**src/rtl/serial_adder_pkg.sv**
```systemverilog
`default_nettype none
// ============================================================================
//  Module   : serial_adder_pkg
//  Purpose  : Shared state encoding and default width for the bit-serial adder.
//  Revision : 1.0  initial release
// ============================================================================
package serial_adder_pkg;

   // Default operand/result width.
   localparam int SA_WIDTH_DEF = 8;

   // Controller states, 2-bit encoding.
   typedef enum logic [1:0] {
      ST_IDLE  = 2'd0,
      ST_SHIFT = 2'd1,
      ST_DONE  = 2'd2
   } sa_state_e;

endpackage : serial_adder_pkg
`default_nettype wire

```
**src/rtl/fadd_s.sv**
```systemverilog
`default_nettype none
// ============================================================================
//  Module   : fadd_s
//  Purpose  : Single-bit full adder cell, used as the bit-slice of the serial
//             adder.
//  Revision : 1.0  initial release
// ============================================================================
module fadd_s (
   input  logic a,
   input  logic b,
   input  logic ci,
   output logic s,
   output logic c
);

   // Sum and majority carry of the three input bits.
   always_comb begin
      s = a ^ b ^ ci;
      c = (a & b) | (a & ci) | (b & ci);
   end

endmodule : fadd_s
`default_nettype wire

```
**src/rtl/serial_adder.sv**
```systemverilog
`default_nettype none
// ============================================================================
//  Module   : serial_adder
//  Purpose  : Bit-serial WIDTH-bit adder. Operands are latched on start and
//             processed LSB-first through one fadd_s cell, one bit per clock,
//             with a carry flop closing the loop. Result is published on entry
//             to the one-cycle DONE state.
//  Options  : SERIAL_ADDER_SUB_EN adds a 'sub' input selecting a - b.
//  Revision : 1.0  initial release
// ============================================================================
module serial_adder
   import serial_adder_pkg::*;
#(
   parameter int WIDTH = SA_WIDTH_DEF
) (
   input  logic             clk,
   input  logic             rst,
   input  logic             start,
   input  logic [WIDTH-1:0] op_a,
   input  logic [WIDTH-1:0] op_b,
`ifdef SERIAL_ADDER_SUB_EN
   input  logic             sub,
`endif
   output logic             busy,
   output logic             done,
   output logic [WIDTH-1:0] sum,
   output logic             cout
);

   localparam int              CNT_W    = $clog2(WIDTH);
   localparam logic [CNT_W-1:0] CNT_LAST = CNT_W'(WIDTH - 1);

   sa_state_e        state_q, state_d;
   logic [WIDTH-1:0] shreg_a_q, shreg_a_d;
   logic [WIDTH-1:0] shreg_b_q, shreg_b_d;
   logic [WIDTH-1:0] acc_q, acc_d;
   logic [WIDTH-1:0] sum_q, sum_d;
   logic             carry_q, carry_d;
   logic             cout_q, cout_d;
   logic [CNT_W-1:0] cnt_q, cnt_d;
   logic             accept;
   logic             do_sub;
   logic             fa_s;
   logic             fa_c;

`ifdef SERIAL_ADDER_SUB_EN
   assign do_sub = sub;
`else
   assign do_sub = 1'b0;
`endif

   // Single bit-slice: current LSBs plus the carry flop.
   fadd_s u_fadd (
      .a  (shreg_a_q[0]),
      .b  (shreg_b_q[0]),
      .ci (carry_q),
      .s  (fa_s),
      .c  (fa_c)
   );

   // State register.
   always_ff @(posedge clk) begin
      if (rst) begin
         state_q <= ST_IDLE;
      end else begin
         state_q <= state_d;
      end
   end

   // Next-state logic; start is honoured in IDLE and in DONE (back-to-back).
   always_comb begin
      state_d = state_q;
      accept  = 1'b0;
      unique case (state_q)
         ST_IDLE: begin
            if (start) begin
               accept  = 1'b1;
               state_d = ST_SHIFT;
            end
         end
         ST_SHIFT: begin
            if (cnt_q == CNT_LAST) begin
               state_d = ST_DONE;
            end
         end
         ST_DONE: begin
            if (start) begin
               accept  = 1'b1;
               state_d = ST_SHIFT;
            end else begin
               state_d = ST_IDLE;
            end
         end
         default: state_d = ST_IDLE;
      endcase
   end

   // Datapath next values: load on accept, shift one bit per SHIFT cycle,
   // publish the completed result on the last shift.
   always_comb begin
      shreg_a_d = shreg_a_q;
      shreg_b_d = shreg_b_q;
      acc_d     = acc_q;
      carry_d   = carry_q;
      cnt_d     = cnt_q;
      sum_d     = sum_q;
      cout_d    = cout_q;
      if (accept) begin
         shreg_a_d = op_a;
         // Subtraction is a + ~b + 1: invert b here, the +1 enters via carry.
         shreg_b_d = do_sub ? ~op_b : op_b;
         carry_d   = do_sub;
         acc_d     = '0;
         cnt_d     = '0;
      end else if (state_q == ST_SHIFT) begin
         shreg_a_d = {1'b0, shreg_a_q[WIDTH-1:1]};
         shreg_b_d = {1'b0, shreg_b_q[WIDTH-1:1]};
         acc_d     = {fa_s, acc_q[WIDTH-1:1]};
         carry_d   = fa_c;
         cnt_d     = cnt_q + CNT_W'(1);
         if (cnt_q == CNT_LAST) begin
            sum_d  = {fa_s, acc_q[WIDTH-1:1]};
            cout_d = fa_c;
         end
      end
   end

   // Datapath registers; reset clears everything including the held result.
   always_ff @(posedge clk) begin
      if (rst) begin
         shreg_a_q <= '0;
         shreg_b_q <= '0;
         acc_q     <= '0;
         carry_q   <= 1'b0;
         cnt_q     <= '0;
         sum_q     <= '0;
         cout_q    <= 1'b0;
      end else begin
         shreg_a_q <= shreg_a_d;
         shreg_b_q <= shreg_b_d;
         acc_q     <= acc_d;
         carry_q   <= carry_d;
         cnt_q     <= cnt_d;
         sum_q     <= sum_d;
         cout_q    <= cout_d;
      end
   end

   assign busy = (state_q == ST_SHIFT);
   assign done = (state_q == ST_DONE);
   assign sum  = sum_q;
   assign cout = cout_q;

endmodule : serial_adder
`default_nettype wire

```
**config.mk**
```make
export PLATFORM = sky130hd
export DESIGN_NAME = serial_adder
export DESIGN_NICKNAME = d
export VERILOG_FILES = /design/src/rtl/serial_adder_pkg.sv /design/src/rtl/fadd_s.sv /design/src/rtl/serial_adder.sv
export SDC_FILE = /design/constraint.sdc
export NUM_CORES = 1
export LEC_CHECK = 0
export CAP_MARGIN = 20
export CELL_PAD_IN_SITES_DETAIL_PLACEMENT = 2
export CELL_PAD_IN_SITES_GLOBAL_PLACEMENT = 2
export CORE_MARGIN = 5
export CORE_UTILIZATION = 39
export CTS_CLUSTER_SIZE = 28
export DETAILED_ROUTE_END_ITERATION = 16
export DONT_BUFFER_PORTS = 1
export MAX_ROUTING_LAYER = met4
export PLACE_DENSITY_LB_ADDON = 0.15
export SLEW_MARGIN = 20
export SYNTH_ARGS = -nofsm -noshare
export SYNTH_HDL_FRONTEND = slang
export SYNTH_SLANG_ARGS = --single-unit
```
**constraint.sdc**
```tcl
create_clock -name clk -period 3.1 [get_ports clk]
set_clock_uncertainty 0.1 [all_clocks]
set_input_delay 0.93 -clock clk [delete_from_list [all_inputs] [get_ports clk]]
set_output_delay 0.93 -clock clk [all_outputs]
set_load 0.02 [all_outputs]
```
Word-level counts from Yosys, hierarchy flattened
Cells that the tools add are included.
- $add $sub $neg: 1
- equality and inequality tests: 5
- muxes and demuxes: 10
- bitwise gates (word level): 8
- reductions and logical operators: 6
- operators with widths (cell ; number):
    8-bit 2-to-1 mux ; 4
    2-bit case mux with 3 select lines ; 1
    2-bit 2-to-1 mux ; 2
    2-bit OR reduction ; 2
    3-bit by 1-bit adder with 3-bit output (second input constant) ; 1
    1-bit AND ; 3
    3-bit equality test (second input constant) ; 1
    1-bit 2-to-1 mux ; 3
    3-bit AND reduction ; 1
    2-bit by 1-bit equality test with 1-bit output (second input constant) ; 1
    2-bit equality test (second input constant) ; 1
    2-bit logical NOT ; 1
    2-bit by 1-bit inequality test with 1-bit output (second input constant) ; 1
    2-bit inequality test (second input constant) ; 1
    1-bit OR ; 2
    2-bit AND reduction ; 1
    2-bit nonzero test ; 1
    1-bit XOR ; 2
    1-bit NOT ; 1
- register bits: 39
- output and inout bits: 11
- logic and storage cells: 38

Depth between registers and ports, before layout
Gate-level depths: netlist of the first run.
- depth after elaboration: 5
- depth in mapped cells: 6
- depth with buffers taken out: 5

Cells and area by module
A second synthesis of the first run with hierarchy kept.
- cells, all modules: 173
- area total of the unflattened synthesis: 1597.8 um^2
- modules (own cells, without submodules) (module ; times used ; cells an instance ; area an instance (um^2) ; seq. area each (um^2)):
    serial_adder ; 1 ; 172 ; 1577.8 ; 760.7
    fadd_s ; 1 ; 1 ; 20.0 ; 0.0

Worst setup path before layout of the first run
No wires, ideal clock.
- path type: register to output
- start point: register state_q[1]
- end point: output busy
- data arrival time: 0.806 ns
- data required time: 2.070 ns
- slack: 1.264 ns
- stages on the path, launching flop included: 5
- path through: dfxtp_1 > nand2b_1 > buf_6 > inv_6 > buf_4
- word-level cells in the longest chain between the ends: 1
- ends and longest elaborated chain (what ; RTL line ; RTL):
    start, declared ; serial_adder.sv:33 ; sa_state_e state_q, state_d;
    start signal, assigned ; serial_adder.sv:66 ; state_q <= state_d;
    2-bit by 1-bit equality test with 1-bit output ; serial_adder.sv:149 ; assign busy = (state_q == ST_SHIFT);
    end, declared ; serial_adder.sv:24 ; output logic busy,
Every way passes these cells.

Worst setup path after layout of the first run
- start point: register state_q[0]
- end point: output busy
The elaborated chain is that of the path after synthesis.

==> flow_results.org, run 1 <==
** Placed design
- Number of port buffers :: 0
- Placement Cell Area :: 1476 um2
- In this run, placement finished with an instance count of 209.
- Placer's final routability congestion estimate :: 0.7542
- The HPWL after detailed placement is approximately 2400 um.

** Finish
- Of the cells placed in the final design, the portion with a size suffix greater than 1 is 0.06509.
- From synthesis to final layout, the design area changed by 3.802%.
- Layout Cells excl Fill :: roughly 220
- Summing all flip-flop and latch instances after layout gives 760.7 um2.
- Fill cells in the final layout number between 400 and 500.
- Antenna cell count :: 0
- Post-Route Utilization :: 0.4229
- Multi-input combinational cell area :: 639.4 um2
- Post-Layout Inst Area :: between 1500 and 2000 um2
- Nets@finish :: between 150 and 200

** Run
- Maximum Capacitance Violations :: 0

** Synth
- Mapped Nets :: 196
- Number of distinct library cells after synthesis :: 26
- For this run, the number of Yosys warnings is 0.
- The synthesized netlist occupies a cell area of around 1500 um2.
- Synthesis handed over a netlist of ~170 instances.
- Number of synthesized register bits :: 38
- After synthesis, the mean cell area works out to between 8 and 9 um2.
- For this run, the register share of the synthesized area comes to 0.5025.

** STA
- Maximum achievable frequency :: 0.4614 GHz
- The count of endpoints failing hold in the final timing report was 0.
- Part of the cycle the worst path needs :: 0.6992
- At the pin with the least slew margin, the transition time is about 0.48 ns.
- The worst pin sits at a relative slew slack of 0.6782.
- Unrepaired setup endpoints after global routing :: false
- Hold timing on the final database bottoms out at a slack of approximately 0.36 ns.
- The max-slew violation count is 0.
- For the final routed database, the setup TNS stands at 0 ns.
- Number of setup violations in the final report :: 0
- Minimum period implied by the final worst setup slack :: 2.168 ns

** Route
- In this run the remaining antenna-violating nets after routing total 0.
- In the routed design, unresolved DRC markers number 0.
- Number of iterations in the first detailed-routing pass :: 4
- Routed WL per cell :: 16.84 um
- Iteration-0 DRC count of the detailed router :: 42
- Across all layers, the routed design uses about 1200 vias.
- Dividing the detail-routed via count by the number of cells gives 5.502.
- The routed design has around 3700 um of wire.

** Global routing
- Vias in the first global route :: 1265
- Global route total overflow :: 0
- Initial antenna violation count :: 0
- Wire length of the first global-routing pass :: roughly 6100 um
- Entering global routing, the biggest net connects 37 pins.
- met2 is the most crowded layer.
- For met1 alone, demand over resource in global routing was 0.1893.
- For met2 alone, demand over resource in global routing was 0.2386.
- Global routing usage summed across all routing layers :: 0.1600
- GR Layer Usage met3 :: 0.06094

** Clocking
- The clock reaches the later pin of the worst-skew pair after approximately 0.30 ns.
- Buffers from clock root to sink, at most :: 2
- The tree is rooted in a clkbuf_8.
- The H-tree was split into 2 levels.
- In this run, post-CTS repair resized a total of 0 instances.
- Clock tree synthesis found a total of 38 sinks.
- Number of buffers created by CTS :: 5
- Clk slew on worst S/H paths :: around 0.080 ns
- Buffers added to address setup during post-CTS repair amount to 0.
- TritonCTS built the clock tree.
- Hold-fix buffers at CTS :: 0

** Floorplan
- The floorplan step set the die height to ~72 um.
- The floorplan step set the die width to 72.31 um.
- Floorplan die area :: about 5200 um2
- Number of placement rows :: 22
- CORE AREA :: ~3700 um2
- Initial core utilization :: 0.4074
- Number of top-level pins :: 30

** Worst setup path
- On the worst path, the slowest cell contributes a delay of between 0.4 and 0.5 ns.
- Launching element type of the critical path :: flip-flop
- STA puts the critical path data required time at a little over 2 ns.
- Maximum fanout count along the critical path :: 36
- Startpoint-to-endpoint class of the critical path :: reg -> out
- The slowest stage of the critical path belongs to the cell dfxtp_1.
- Data arrival time of the critical path :: approximately 1.1 ns
- Worst-path cell chain :: nand2b_1 > inv_6
- Endpoint class of the critical path :: output pin

** Power and ir drop
- IR Drop Worst-Case VDD :: about 0.22 mV
- Summed over all cells, the static leakage comes to between 0.5 and 0.6 nW.
- Power Density :: between 600 and 700 nW/um2

** Worst hold path
- The tightest min-delay check is of the reg -> reg type.

** Status
- Status :: completed
## placed cells by master, fill, tap and decap left out, drive strengths merged
cell	instances
a311oi	3
a22oi	2
nand2	36
clkbuf	6
nand3	12
and2b	1
fa	1
dfxtp	38
nor3	19
ha	2
mux2i	1
nor2	6
buf	1
a21oi	22
o21a	1
nand3b	1
clkinv	1
xnor2	1
nor2b	1
nand2b	3
inv	1
o22ai	9
clkinvlp	1
## routing by layer
layer	vias to the layer above	share of wire
li1	590	-
met1	576	0.45
met2	21	0.46
met3	7	0.065
met4	0	0.022
met5	-	0
## registers in the layout, indices dropped and copies added, names as in the netlist
| signal | flops |
|---|---|
| shreg_a_q | 8 |
| acc_q | 7 |
| cout | 1 |
| shreg_b_q | 8 |
| cnt_q | 3 |
| carry_q | 1 |
| sum | 8 |
| state_q | 2 |
## cells in the mapped netlist (all sizes together)
| library cell | count | share of area |
|---|---|---|
| a21oi | 22 | 0.073 |
| a22oi | 2 | 0.0099 |
| a311oi | 3 | 0.017 |
| and2b | 1 | 0.0050 |
| buf | 11 | 0.062 |
| clkbuf | 3 | 0.0074 |
| dfxtp | 38 | 0.50 |
| fa | 1 | 0.013 |
| ha | 2 | 0.017 |
| inv | 1 | 0.0058 |
| mux2i | 1 | 0.0066 |
| nand2 | 36 | 0.089 |
| nand2b | 3 | 0.017 |
| nand3 | 12 | 0.040 |
| nand3b | 1 | 0.0050 |
| nor2 | 6 | 0.015 |
| nor2b | 1 | 0.0041 |
| nor3 | 19 | 0.063 |
| o21a | 1 | 0.0050 |
| o22ai | 9 | 0.037 |
| xnor2 | 1 | 0.0058 |
## worst max-delay path, delay by kind of cell, from the launching register on
kind	cells	cell delay, ns
buf+inv	1	0.27
flops	1	0.41
simple gates	1	0.16
## power by group
part / leakage [nW] / switching (mW) / internal [mW] / total [mW]
Sequential: 0.310 / 0.0134 / 0.510 / 0.523
Clock: 0.0472 / 0.185 / 0.179 / 0.363
Combinational: 0.170 / 0.0550 / 0.0313 / 0.0863
## area by class of cell
type / instances / area share
flip-flops and latches: 38 / 0.4841
multi-input cells: 121 / 0.4068
clock buffers: 6 / 0.05255
well taps: 48 / 0.03822
clock inverters: 2 / 0.007962
inverters: 1 / 0.005573
repair buffers: 1 / 0.004777
## stage by stage
stage | setup WS [ns] | total power [mW]
after floorplan | 1.264 | 0.6210
after global placement | 1.277 | 0.6179
after detailed placement | 1.219 | 0.6227
after CTS | 0.9164 | 0.9874
after global routing | 0.8619 | 1.020
final | 0.9325 | 0.9733
## kinds of logic (layout without fill, tap and decap cells)
family	after synthesis	count (layout)	share of synthesized area
buffers and inverters	15	10	0.07519
AND/OR/NAND/NOR	79	79	0.2380
AO/OA/AOI/OAI	37	37	0.1422
adder cells (fa/ha/maj)	3	3	0.02975
XOR/XNOR	1	1	0.005786
multiplexers	1	1	0.006612
flip-flops	38	38	0.5025
## path summary, 6_finish.rpt
path	cells past startpoint	endpoint	startpoint	slack [ns]
min	2	acc_q[4]	acc_q[5]	0.36
max	2	busy	state_q[0]	0.93
max reg2reg	5	cout	cnt_q[0]	1.26
min reg2reg	2	acc_q[4]	acc_q[5]	0.36
Note: power is estimated with default switching activity, not from simulation.
==> run 2: changes to the inputs <==
CORE_UTILIZATION = 32   (was 39)
clock period = 1.93 ns   (was 3.1 ns; I/O delays follow)
==> run 2 against run 1 <==
Final area up 1.4%. Count of clock-buffer cells in the layout unchanged. Combinational power up 68%. Critical path depth unchanged. Via count up 3.7%. Flip-flop and latch count unchanged. Cell count up 3.7%.
==> flow_results.org, run 2 (synthesis results as in run 1) <==
** STA
- Final Max Slew Viols :: 0 (unchanged)
- Actual slew at the worst max-slew pin :: 0.4842 ns (was 0.4827 ns)
- The setup TNS after final layout is 0 ns (unchanged).
- Worst slack on hold paths :: 0.2533 ns (was 0.3620 ns)
- The clock period could shrink to between 1.5 and 2 ns.
- Unrepaired setup endpoints after global routing: false (unchanged).
- Timing would allow up to about 0.57 GHz.
- Dividing the final minimum period by the clock period gives 0.9100.
- The final worst-path setup slack is 0.1737 ns (was 0.9325 ns).
- The final number of setup-violating endpoints is 0 (unchanged).
- The count of endpoints failing hold in the final timing report is 0 (unchanged).
- Headroom to the max-slew limit :: 0.6772 (was 0.6782)

** Clocking
- The cell chosen for the clock root is clkbuf_8 (unchanged).
- The clock latency of the later-clocked register in the worst-skew pair was 0.29 ns (was 0.30 ns).
- The H-tree level count was 2 (unchanged).
- The count of buffers added by post-CTS timing repair for setup is 0 (unchanged).
- Number of buffers created by CTS :: 5 (unchanged)
- The clock tree from TritonCTS is built (unchanged).
- Buffers from clock root to sink, at most :: 2 (unchanged)
- Hold-fix buffers at CTS :: 0 (unchanged)
- The clock-pin transition on the worst setup and hold timing paths came to 0.08 ns (about the same).
- The count of instances resized after the clock tree is built was 0 (unchanged).
- The total number of clock tree sinks is 38 (unchanged).

** Global routing
- The global-route usage over all layers came to 0.1453 (was 0.1600).
- The largest net degree at the start of global routing came to 29 (was 37).
- Vias in the first global route :: 1415 (was 1265)
- Wire length of the first global-routing pass :: 6837 um (was 6147 um)
- Global route total overflow :: 0 (unchanged)
- The initial antenna violation count came to 0 (unchanged).

** Worst setup path
- Slowest-stage cell, CP :: dfxtp_1 (unchanged)
- The buffering stage count on the worst path with inverters included was 1 (unchanged).
- Startpoint-to-endpoint class of the critical path :: reg -> out (unchanged)
- Startpoint of the lowest-slack register-to-register path :: cnt_q[0] (unchanged)
- The arrival time of the worst setup path came to 1.08 ns (was 1.14 ns).
- Delay of the slowest cell on the worst path :: 0.40 ns (was 0.41 ns)
- Req. time, crit path :: 1.25 ns (was 2.07 ns)
- Endpoint of the lowest-slack register-to-register path :: cout (unchanged)
- The register-to-register setup slack came to 0.43 ns (was 1.26 ns).
- Count of cell instances traversed by the critical path :: 2 (unchanged)
- The category of cells accounting for the largest share of critical-path delay was flip-flops (unchanged).
- Worst-path cell chain :: nand2b_1 > inv_6 (unchanged)
- The launch point of the worst path was state_q[0] (unchanged).
- Endpoint of the most critical setup path :: busy (unchanged)
- Endpoint class of the critical path :: output pin (unchanged)
- Maximum fanout count along the critical path :: 22 (was 36)
- The startpoint class of the critical path is a flip-flop (unchanged).
- R2R depth :: 5 (unchanged)

** Worst hold path
- Hold-critical path depth :: 1 (was 2)
- The worst min-delay path category is in -> reg (was reg -> reg).

** Placed design
- Placement Setup Slack :: 0.3950 ns (was 1.219 ns)
- Number of port buffers :: 0 (unchanged)
- Placed wire-length estimate after detailed placement :: 2646 um (was 2434 um)
- Placed Cells incl. Taps :: 217 (was 209)
- Placer's final routability congestion estimate :: 0.6603 (was 0.7542)

** Route
- Routed via count :: 1238 (was 1194)
- Final routed wirelength across all metal layers :: 3883 um (was 3654 um)
- The first-pass iteration count of the detailed router is 4 (unchanged).
- The vias per cell is 5.502 (about the same).
- Iteration-0 DRC count of the detailed router :: 52 (was 42)
- The DRC violation count after routing came to 0 (unchanged).
- Final antenna-violating net count :: 0 (unchanged)
- Routed WL per cell :: 17.26 um (was 16.84 um)

** Floorplan
- Initial core utilization :: 0.3248 (was 0.4074)
- The die footprint was 6206 um2 (was 5228 um2).
- Number of top-level pins :: 30 (unchanged)
- DIE HEIGHT :: 78.78 um (was 72.31 um)
- The core area was 4661 um2 (was 3716 um2).
- The floorplan row count was 25 (was 22).
- The overall die width came to 78.78 um (was 72.31 um).

** Finish
- The area overhead of the layout relative to synthesis is 5.289% (was 3.802%).
- Fillcell total :: 521 (was 424)
- Most frequent cells in the layout: dfxtp_1, nand2_1, a21oi_1 (unchanged).
- Most common library cell in the layout ignoring fill and taps :: dfxtp_1 (unchanged)
- The proportion of layout cells with a drive suffix above 1 is 0.07602 (was 0.06509).
- Layout Cells excl Fill :: 225 (was 217)
- The final-stage net count is 192 (was 190).
- Antenna cell count :: 0 (unchanged)

** Power and ir drop
- The worst supply voltage drop on vdd came to 0.2782 mV (was 0.2160 mV).
- The leakage dissipation came to 0.5380 nW (was 0.5274 nW).
- The total power divided by cell area was 981.6 nW/um2 (was 619.3 nW/um2).

** Run
- Maximum Capacitance Violations :: 0 (unchanged)

** Status
- Status :: completed (unchanged)
## run 2: how the worst min path moves through the flow
| stage | startpoint | end | slack [ns] |
|---|---|---|---|
| 6_report | rst | shreg_a_q[5] | 0.25 |
| 3_3_place_gp | cnt_q[1] | cnt_q[1] | 0.35 |
| 3_5_place_dp | acc_q[1] | acc_q[1] | 0.36 |
| 5_1_grt | rst | sum[7] | 0.23 |
| 4_1_cts | rst | shreg_a_q[7] | 0.23 |
| 2_1_floorplan | acc_q[1] | acc_q[1] | 0.34 |
## run 2: metrics by stage
| stage | utilization | power [mW] | cell area [um2] |
|---|---|---|---|
| 3_5_place_dp | 0.3216 | 1.008 | 1499 |
| 4_1_cts | 0.3420 | 1.598 | 1594 |
| 3_3_place_gp | 0.3216 | 0.9980 | 1499 |
| 5_1_grt | 0.3420 | 1.648 | 1594 |
| 6_report | 0.3420 | 1.565 | 1594 |
| 2_1_floorplan | - | 0.9975 | 1514 |
## run 2: cell type report
class	count	area [um2]	share of cell area
Tap cell	54	67.56	0.04239
Clock inverter	2	12.51	0.007849
Sequential cell	38	760.7	0.4772
Multi-Input combinational cell	121	639.4	0.4011
Clock buffer	6	82.58	0.05181
Timing Repair Buffer	3	22.52	0.01413
Inverter	1	8.758	0.005495
## run 2: report_power, final
group	internal, mW	switching (mW)
logic	0.0530	0.0923
registers	0.819	0.0220
clock network	0.287	0.291
total	1.16	0.405
## run 2: worst register-to-register path, stage by stage, from the launching register on
cell and delay (ns):
dfxtp_1 0.33, ha_1 0.20, ha_1 0.20, nand3b_1 0.34, nand2_1 0.12, a21oi_1 0.15
## run 2: layer usage
layer	track usage	routed length [um]	part of all wire	vias up
met5	-	0	0	-
met4	0.06294	72	0.019	0
met3	0.04195	142	0.037	7
met2	0.2479	1993	0.51	25
met1	0.1574	1674	0.43	613
li1	-	-	-	593
==> run 3: changes to the inputs <==
CAP_MARGIN = unset   (was 20)
==> results of run 3 <==
The final DEF is identical to that of run 2; final timing and power are the same.
